<file path="config.mk">
export PLATFORM = sky130hd
export DESIGN_NAME = my_gate_n
export DESIGN_NICKNAME = d
export VERILOG_FILES = /design/src/rtl/gate_pkg.sv /design/src/rtl/gate_reduce.sv /design/src/rtl/my_gate_n.sv
export SDC_FILE = /design/constraint.sdc
export NUM_CORES = 1
export LEC_CHECK = 0
export CAP_MARGIN = 20
export CORE_UTILIZATION = 54
export DETAILED_ROUTE_END_ITERATION = 10
export GPL_TIMING_DRIVEN = 0
export PLACE_DENSITY = 0.84
export SKIP_LAST_GASP = 1
export SYNTH_ARGS = -nofsm -noshare
export SYNTH_HDL_FRONTEND = slang
export SYNTH_SLANG_ARGS = --single-unit
</file>
<file path="constraint.sdc">
create_clock -name clk -period 4.55 [get_ports clk]
set_input_delay 0.455 -clock clk [delete_from_list [all_inputs] [get_ports clk]]
set_output_delay 0.455 -clock clk [all_outputs]
set_load 0.02 [all_outputs]
</file>
<file path="src/rtl/gate_pkg.sv">
// gate_pkg: shared op codes and FSM state encoding for the gate library
//   OP_*      : 3-bit gate function codes (110/111 reserved, result 0)
//   state_t   : sweep sequencer states
package gate_pkg;
   localparam logic [2:0] OP_AND  = 3'b000;
   localparam logic [2:0] OP_OR   = 3'b001;
   localparam logic [2:0] OP_XOR  = 3'b010;
   localparam logic [2:0] OP_NAND = 3'b011;
   localparam logic [2:0] OP_NOR  = 3'b100;
   localparam logic [2:0] OP_XNOR = 3'b101;
   typedef enum logic {S_IDLE, S_SWEEP} state_t;
endpackage

</file>
<file path="src/rtl/gate_reduce.sv">
// gate_reduce: combinational WIDTH-input multi-function reduction gate
//   op : gate function code
//   a  : operand vector
//   y  : reduced result
module gate_reduce
   import gate_pkg::*;
#(
   parameter int WIDTH = 4
) (
   input  logic [2:0]       op,
   input  logic [WIDTH-1:0] a,
   output logic             y
);
   always_comb begin
      y = op == OP_AND  ?  &a :
          op == OP_OR   ?  |a :
          op == OP_XOR  ?  ^a :
          op == OP_NAND ? ~&a :
          op == OP_NOR  ? ~|a :
          op == OP_XNOR ? ~^a : 1'b0;
   end
endmodule

</file>
<file path="src/rtl/my_gate_n.sv">
// my_gate_n: N-input multi-function gate with handshaked output slot and exhaustive sweep
//   clk, rst          : clock, async active-high reset
//   op, a, in_valid   : single-shot operand input, in_ready back-pressure
//   sweep_start       : begin sweep of all 2^WIDTH vectors with current op
//   x, vec, out_valid : registered result slot, accepted by out_ready
//   busy, done        : sweep in progress, one-cycle completion pulse
//   ones_cnt          : number of sweep results equal to 1
module my_gate_n
   import gate_pkg::*;
#(
   parameter int WIDTH = 4
) (
   input  logic             clk,
   input  logic             rst,
   input  logic [2:0]       op,
   input  logic [WIDTH-1:0] a,
   input  logic             in_valid,
   output logic             in_ready,
   input  logic             sweep_start,
   output logic             x,
   output logic [WIDTH-1:0] vec,
   output logic             out_valid,
   input  logic             out_ready,
   output logic             busy,
   output logic             done,
   output logic [WIDTH:0]   ones_cnt
);
   localparam logic [WIDTH:0] LAST = {1'b0, {WIDTH{1'b1}}};
   state_t           state, state_n;
   logic [2:0]       op_q;
   logic [WIDTH:0]   cnt;
   logic             last_q, sw_q;
   logic             sweeping, free, hs, start, ld_single, ld_sweep, y;
   logic [WIDTH-1:0] sel_a;
   always_comb begin
      sweeping  = state == S_SWEEP;
      free      = !out_valid || out_ready;
      hs        = out_valid && out_ready;
      start     = !sweeping && sweep_start;
      in_ready  = !sweeping && free && !sweep_start;
      ld_single = in_valid && in_ready;
      // cnt[WIDTH] set means every vector has been issued
      ld_sweep  = sweeping && free && !cnt[WIDTH];
      sel_a     = sweeping ? cnt[WIDTH-1:0] : a;
      busy      = sweeping;
      state_n   = start ? S_SWEEP : (sweeping && hs && last_q) ? S_IDLE : state;
   end
   gate_reduce #(.WIDTH(WIDTH)) u_reduce (
      .op (sweeping ? op_q : op),
      .a  (sel_a),
      .y  (y)
   );
   always_ff @(posedge clk or posedge rst) begin
      if (rst) state <= S_IDLE;
      else     state <= state_n;
   end
   always_ff @(posedge clk or posedge rst) begin
      if (rst) begin
         op_q      <= '0;
         cnt       <= '0;
         ones_cnt  <= '0;
         done      <= 1'b0;
         out_valid <= 1'b0;
         x         <= 1'b0;
         vec       <= '0;
         last_q    <= 1'b0;
         sw_q      <= 1'b0;
      end else begin
         done <= sweeping && hs && last_q;
         if (start) begin
            op_q     <= op;
            cnt      <= '0;
            ones_cnt <= '0;
         end else begin
            if (ld_sweep) cnt <= cnt + 1'b1;
            // a single-shot result still draining at sweep entry is not counted
            if (sweeping && hs && x && sw_q) ones_cnt <= ones_cnt + 1'b1;
         end
         if (ld_single || ld_sweep) begin
            out_valid <= 1'b1;
            x         <= y;
            vec       <= sel_a;
            last_q    <= ld_sweep && cnt == LAST;
            sw_q      <= ld_sweep;
         end else if (hs) begin
            out_valid <= 1'b0;
         end
      end
   end
endmodule

</file>
; ---- Yosys cells after proc, flatten, opt, wreduce, memory -nomap -nowiden
; Cells that the tools add are included.
[totals]
reg_bits = 23
in_bits = 12
out_inout_bits = 14
word_cells = 63
[classes]
add_sub_neg = 2
n_eq_ne = 6
mux = 16
n_reduce_logical = 29
[ops]
columns = operator, count
row1 = $mux 5, 4
row2 = $logic_and 1x1->1, 12
row3 = $add 5x1->5 const B, 2
row4 = $mux 1, 10
row5 = $reduce_bool 2->1, 4
row6 = $eq 3x2->1 const B, 2
row7 = $eq 3x3->1 const B, 2
row8 = $logic_not 1->1, 6
row9 = $eq 5x4->1 const B, 1
row10 = $mux 4, 1
row11 = $reduce_and 4->1, 1
row12 = $reduce_or 4->1, 1
row13 = $reduce_xnor 4->1, 1
row14 = $reduce_xor 4->1, 1
row15 = $eq 3x1->1 const B, 1
row16 = $logic_not 3->1, 1
row17 = $mux 3, 1
row18 = $logic_or 1x1->1, 2

; ---- Longest topological paths before layout
[depth]
depth_word = 8
depth_mapped = 9
ltp_nobuf = 7

; ---- Cells and area by module
; From an unflattened synthesis, not the netlist that was laid out.
[hier_totals]
hier_cells = 125
hier_area_um2 = 1286.2
[by_module_without_submodules]
columns = mod, n_inst, cells_per_inst, area_per_inst_um2, seq_area_each_um2
row1 = my_gate_n, 1, 107, 1149.9, 575.6
row2 = gate_reduce, 1, 18, 136.4, 0.0

; ---- Worst setup path before layout
; OpenSTA, ideal clock, no wires.
[synth_timing]
kind = reg2reg
startpoint = reg state (netlist: busy)
endpoint = reg x
setup_time_ps = 128
arrival_time_ps = 1967
required_time_ps = 4422
slack_ps = 2454
path_stages_with_launch = 9
path_buffers = 2
period_less_slack_ps = 2096
cell_sequence = dfrtp_1 buf_6 buf_4 mux2i_1 ha_1 xor2_1 mux2_1 a21oi_1 o31ai_1
[synth_between]
elab_chain_len = 8
word_cells_on_any_way = 27
cone_classes = 5 x eq/ne / 8 x mux / 14 x reduce/logical
[synth_lines]
columns = element, line_no
row1 = from (decl), my_gate_n.sv:29  ; state_t state, state_n;
row2 = from (signal assigned), my_gate_n.sv:55  ; else state <= state_n;
row3 = $mux 3 or $mux 4 (tied branches), "my_gate_n.sv:49, my_gate_n.sv:44"
row4 = $eq 3x3->1 (tied with other cells), gate_reduce.sv:20  ; op == OP_XNOR ? ~^a : 1'b0;
row5 = $mux 1 or $logic_not 1->1 (tied branches), "gate_reduce.sv:20, gate_reduce.sv:19"
row6 = $mux 1, gate_reduce.sv:19  ; op == OP_NOR ? ~|a :
row7 = $mux 1, gate_reduce.sv:18  ; op == OP_NAND ? ~&a :
row8 = $mux 1, gate_reduce.sv:17  ; op == OP_XOR ? ^a :
row9 = $mux 1, gate_reduce.sv:16  ; op == OP_OR ? |a :
row10 = $mux 1, gate_reduce.sv:15  ; y = op == OP_AND ? &a :
row11 = to (signal assigned), my_gate_n.sv:81  ; x <= y;
row12 = to (decl), my_gate_n.sv:20  ; output logic x,
; Parallel ways exist; a longest one is shown, timed or not.
; A chain may end at the register's enable or synchronous reset.

; ---- Worst setup path in the final report
[layout_timing]
startpoint = reg state (netlist: busy)
endpoint = out in_ready
[layout_between]
elab_chain_len = 3
[layout_lines]
columns = element, line_no
row1 = $logic_not 1->1, my_gate_n.sv:40  ; in_ready = !sweeping && free && !sweep_start;
row2 = $logic_and 1x1->1 (2 in a row), my_gate_n.sv:40
row3 = to (decl), my_gate_n.sv:18  ; output logic in_ready,
; No other way between the ends.

==> metrics.md <==
| Metric | Value |
|---|---|
| Setup Fix Bufs, Post-CTS | `0` |
| WP data required | `approximately 4.1 ns` |
| Crit Path Class | `reg2out` |
| Share of cells above drive strength 1 | `7.79%` |
| Number of fill cells | `168` |
| Reg clk slew, reported paths | `around 0.13 ns` |
| Synth top area cells | `dfrtp_1 (46%), ha_1 (7.0%), mux2i_1 (5.6%)` |
| Final ANT Viol Nets | `0` |
| Max-slew violation count | `0` |
| Clk_skew | `between 0.005 and 0.006 ns` |
| Commonest cells post-synth | `dfrtp_1 (23), nor2_1 (14), nand2_1 (13), inv_1 (8), o21ai_0 (8)` |
| Nets | `174` |
| Tot GR Track Use | `22.6%` |
| Most frequent cell after synthesis | `dfrtp_1` |
| Startpoint class of the critical path | `flip-flop` |
| Power Dens Cells | `about 330 nW/um2` |
| CTS root buffer | `clkbuf_4` |
| CP arrival | `1.99 ns` |
| Worst Setup End Kind | `primary output` |
| HPWL after detailed placement | `1880 um` |
| Status | `finished clean` |
| CORE AREA | `2190 um2` |
| P&R area growth vs syn | `24.9%` |
| Worst Setup SP | `busy` |
| Final hold viol count | `0` |
| Post-layout min period | `2.44 ns` |
| Fmax | `around 410 MHz` |
| CTS sink cnt | `23` |
| Mapped cell area | `1250 um2` |
| Largest net degree at the start of global routing | `24` |
| Max clock buf depth | `2` |
| Final WL | `between 2000 and 2500 um` |
| Final period utilization | `between 50% and 60%` |
| Initial Util | `57.1%` |
| TritonCTS Buffers | `3` |
| Post-synth EDFFs | `0` |
| VDD IR max | `0.256 mV` |
| Syn Nets | `144` |
| PortBufs | `25` |
| Clk_lat worst skew | `0.32 ns` |
| Initial antenna violation count | `0` |
| Worst-Margin Slew | `0.869 ns` |
| Worst-path fanout max | `10` |
| Dpl cells | `178` |
| Ys async rst share | `100%` |
| Final setup viols | `0` |
| DR iter-0 viols | `17` |
| Die width | `50.1 um` |
| Flops & latches, synth | `23` |
| Max-Cap Viols | `0` |
| Post-CTS sizing | `0` |
| I/O pin count | `26` |
| Number of global-route vias before repair | `between 900 and 1k` |
| Hold_sp | `sw_q` |
| Area leader, netlist | `dfrtp_1` |
| Die Y | `around 50 um` |
| Diodes inserted | `0` |
| First-pass GRT wire length | `4250 um` |
| Rows | `17` |
| HP Class | `reg2reg` |
| Via density | `5.29` |
| Routed len/inst | `roughly 14 um` |
| Drt pass-1 iters | `4` |
| Fin cells | `182` |
| Top cell type's share of synthesized area | `46.0%` |
| DRC | `0` |
| Die area | `2510 um2` |
| Main flop type after synthesis | `dfrtp_1` |
| Mean area per synthesized cell | `10.0 um2` |
| Slew headroom | `42.0%` |
| RSZ-0062 raised after global routing | `no` |
| Ys Warns | `0` |
| Leak Pwr | `0.746 nW` |
| H-tree depth | `1` |
| Post-Route Setup TNS | `0 ns` |
| Via Count | `962` |
| GRT overflow | `0` |
| Post-Syn Instances | `125` |
| R2r startpoint | `busy` |
| CTS tree | `built` |
| Register area share after synthesis | `46.0%` |
| Gp weighted congestion | `between 0.8 and 0.9` |
| Synth unique cells | `31` |
| Cts hold-fix bufs | `0` |
flip-flops by register name (all words and copies together) (netlist names):
register / count
last_q: 1
out_valid: 1
x: 1
busy: 1
ones_cnt: 5
cnt: 5
done: 1
sw_q: 1
op_q: 3
vec: 4
critical path, cell delays in order, from the launching register on:
cell             delay, ns
dfrtp_1               0.42
buf_6                 0.15
buf_4                 0.18
nor3_1                0.25
clkdlybuf4s50_1       0.66
worst paths after layout:
path | cells after the start | to | slack [ns]
setup reg to reg | 8 | x | 2.32
hold / removal | 1 | sw_q | 0.50
hold reg to reg | 1 | sw_q | 0.50
max in group asynchronous | 2 | ones_cnt[2] | 3.41
min in group asynchronous | 2 | op_q[0] | 0.61
setup / recovery | 4 | in_ready | 2.11
cells by family after synthesis:
logic type                 Yosys count  share of synthesized area (%)
buffers and inverters               12                           4.70
DFF                                 23                           46.0
adders and majority gates            7                           7.01
and+or+nand+nor                     46                           17.8
muxes                               12                           11.0
xor gates and xnor gates             8                           5.61
AOI/OAI and AO/OA                   17                           7.81
layout by cell type (no fill, tap or decap), types with 4 or more instances in the layout:
cell type	Yosys	layout
a21oi_1	4	4
clkdlybuf4s50_1	0	25
dfrtp_1	23	23
ha_1	7	7
inv_1	8	8
mux2i_1	7	7
nand2_1	13	13
nor2_1	14	14
nor3_1	5	5
o21ai_0	8	8
xnor2_1	6	6
metal layers:
metal / global-route usage, % / share of wire, %
met5: 0 / 0
met2: 36.0 / 47
met4: 9.05 / 1.6
met1: 31.4 / 47
met3: 1.85 / 3.9
stage by stage:
stage / utilization, % / total power [mW] / worst slack, ns / hold WS (ns) / cell area, um2
2_1_floorplan: - / 0.355 / 2.45 / 0.450 / 1250
3_3_place_gp: 70.1 / 0.409 / 2.10 / 0.462 / 1540
3_5_place_dp: 70.1 / 0.417 / 2.13 / 0.478 / 1540
4_1_cts: 71.3 / 0.513 / 2.12 / 0.500 / 1560
5_1_grt: 71.3 / 0.542 / 2.07 / 0.521 / 1560
6_report: 71.3 / 0.508 / 2.11 / 0.496 / 1560
area by class of cell:
type / count / area (um2) / area share (%)
well taps: 28 / 35.0 / 2.24
repair buffers: 25 / 250 / 16.0
clock buffers: 4 / 26.3 / 1.68
inverters: 8 / 30.0 / 1.92
multi-input cells: 90 / 616 / 39.4
flip-flops and latches: 23 / 576 / 36.9
plain buffers: 4 / 28.8 / 1.84
report_power, final:
part	switching (mW)	internal (mW)	leakage (nW)
registers	0.0250	0.231	0.292
clock network	0.0624	0.0343	0.0150
logic	0.0782	0.0770	0.439
total	0.166	0.342	0.746
No activity file was read; power rests on OpenSTA's default activity.
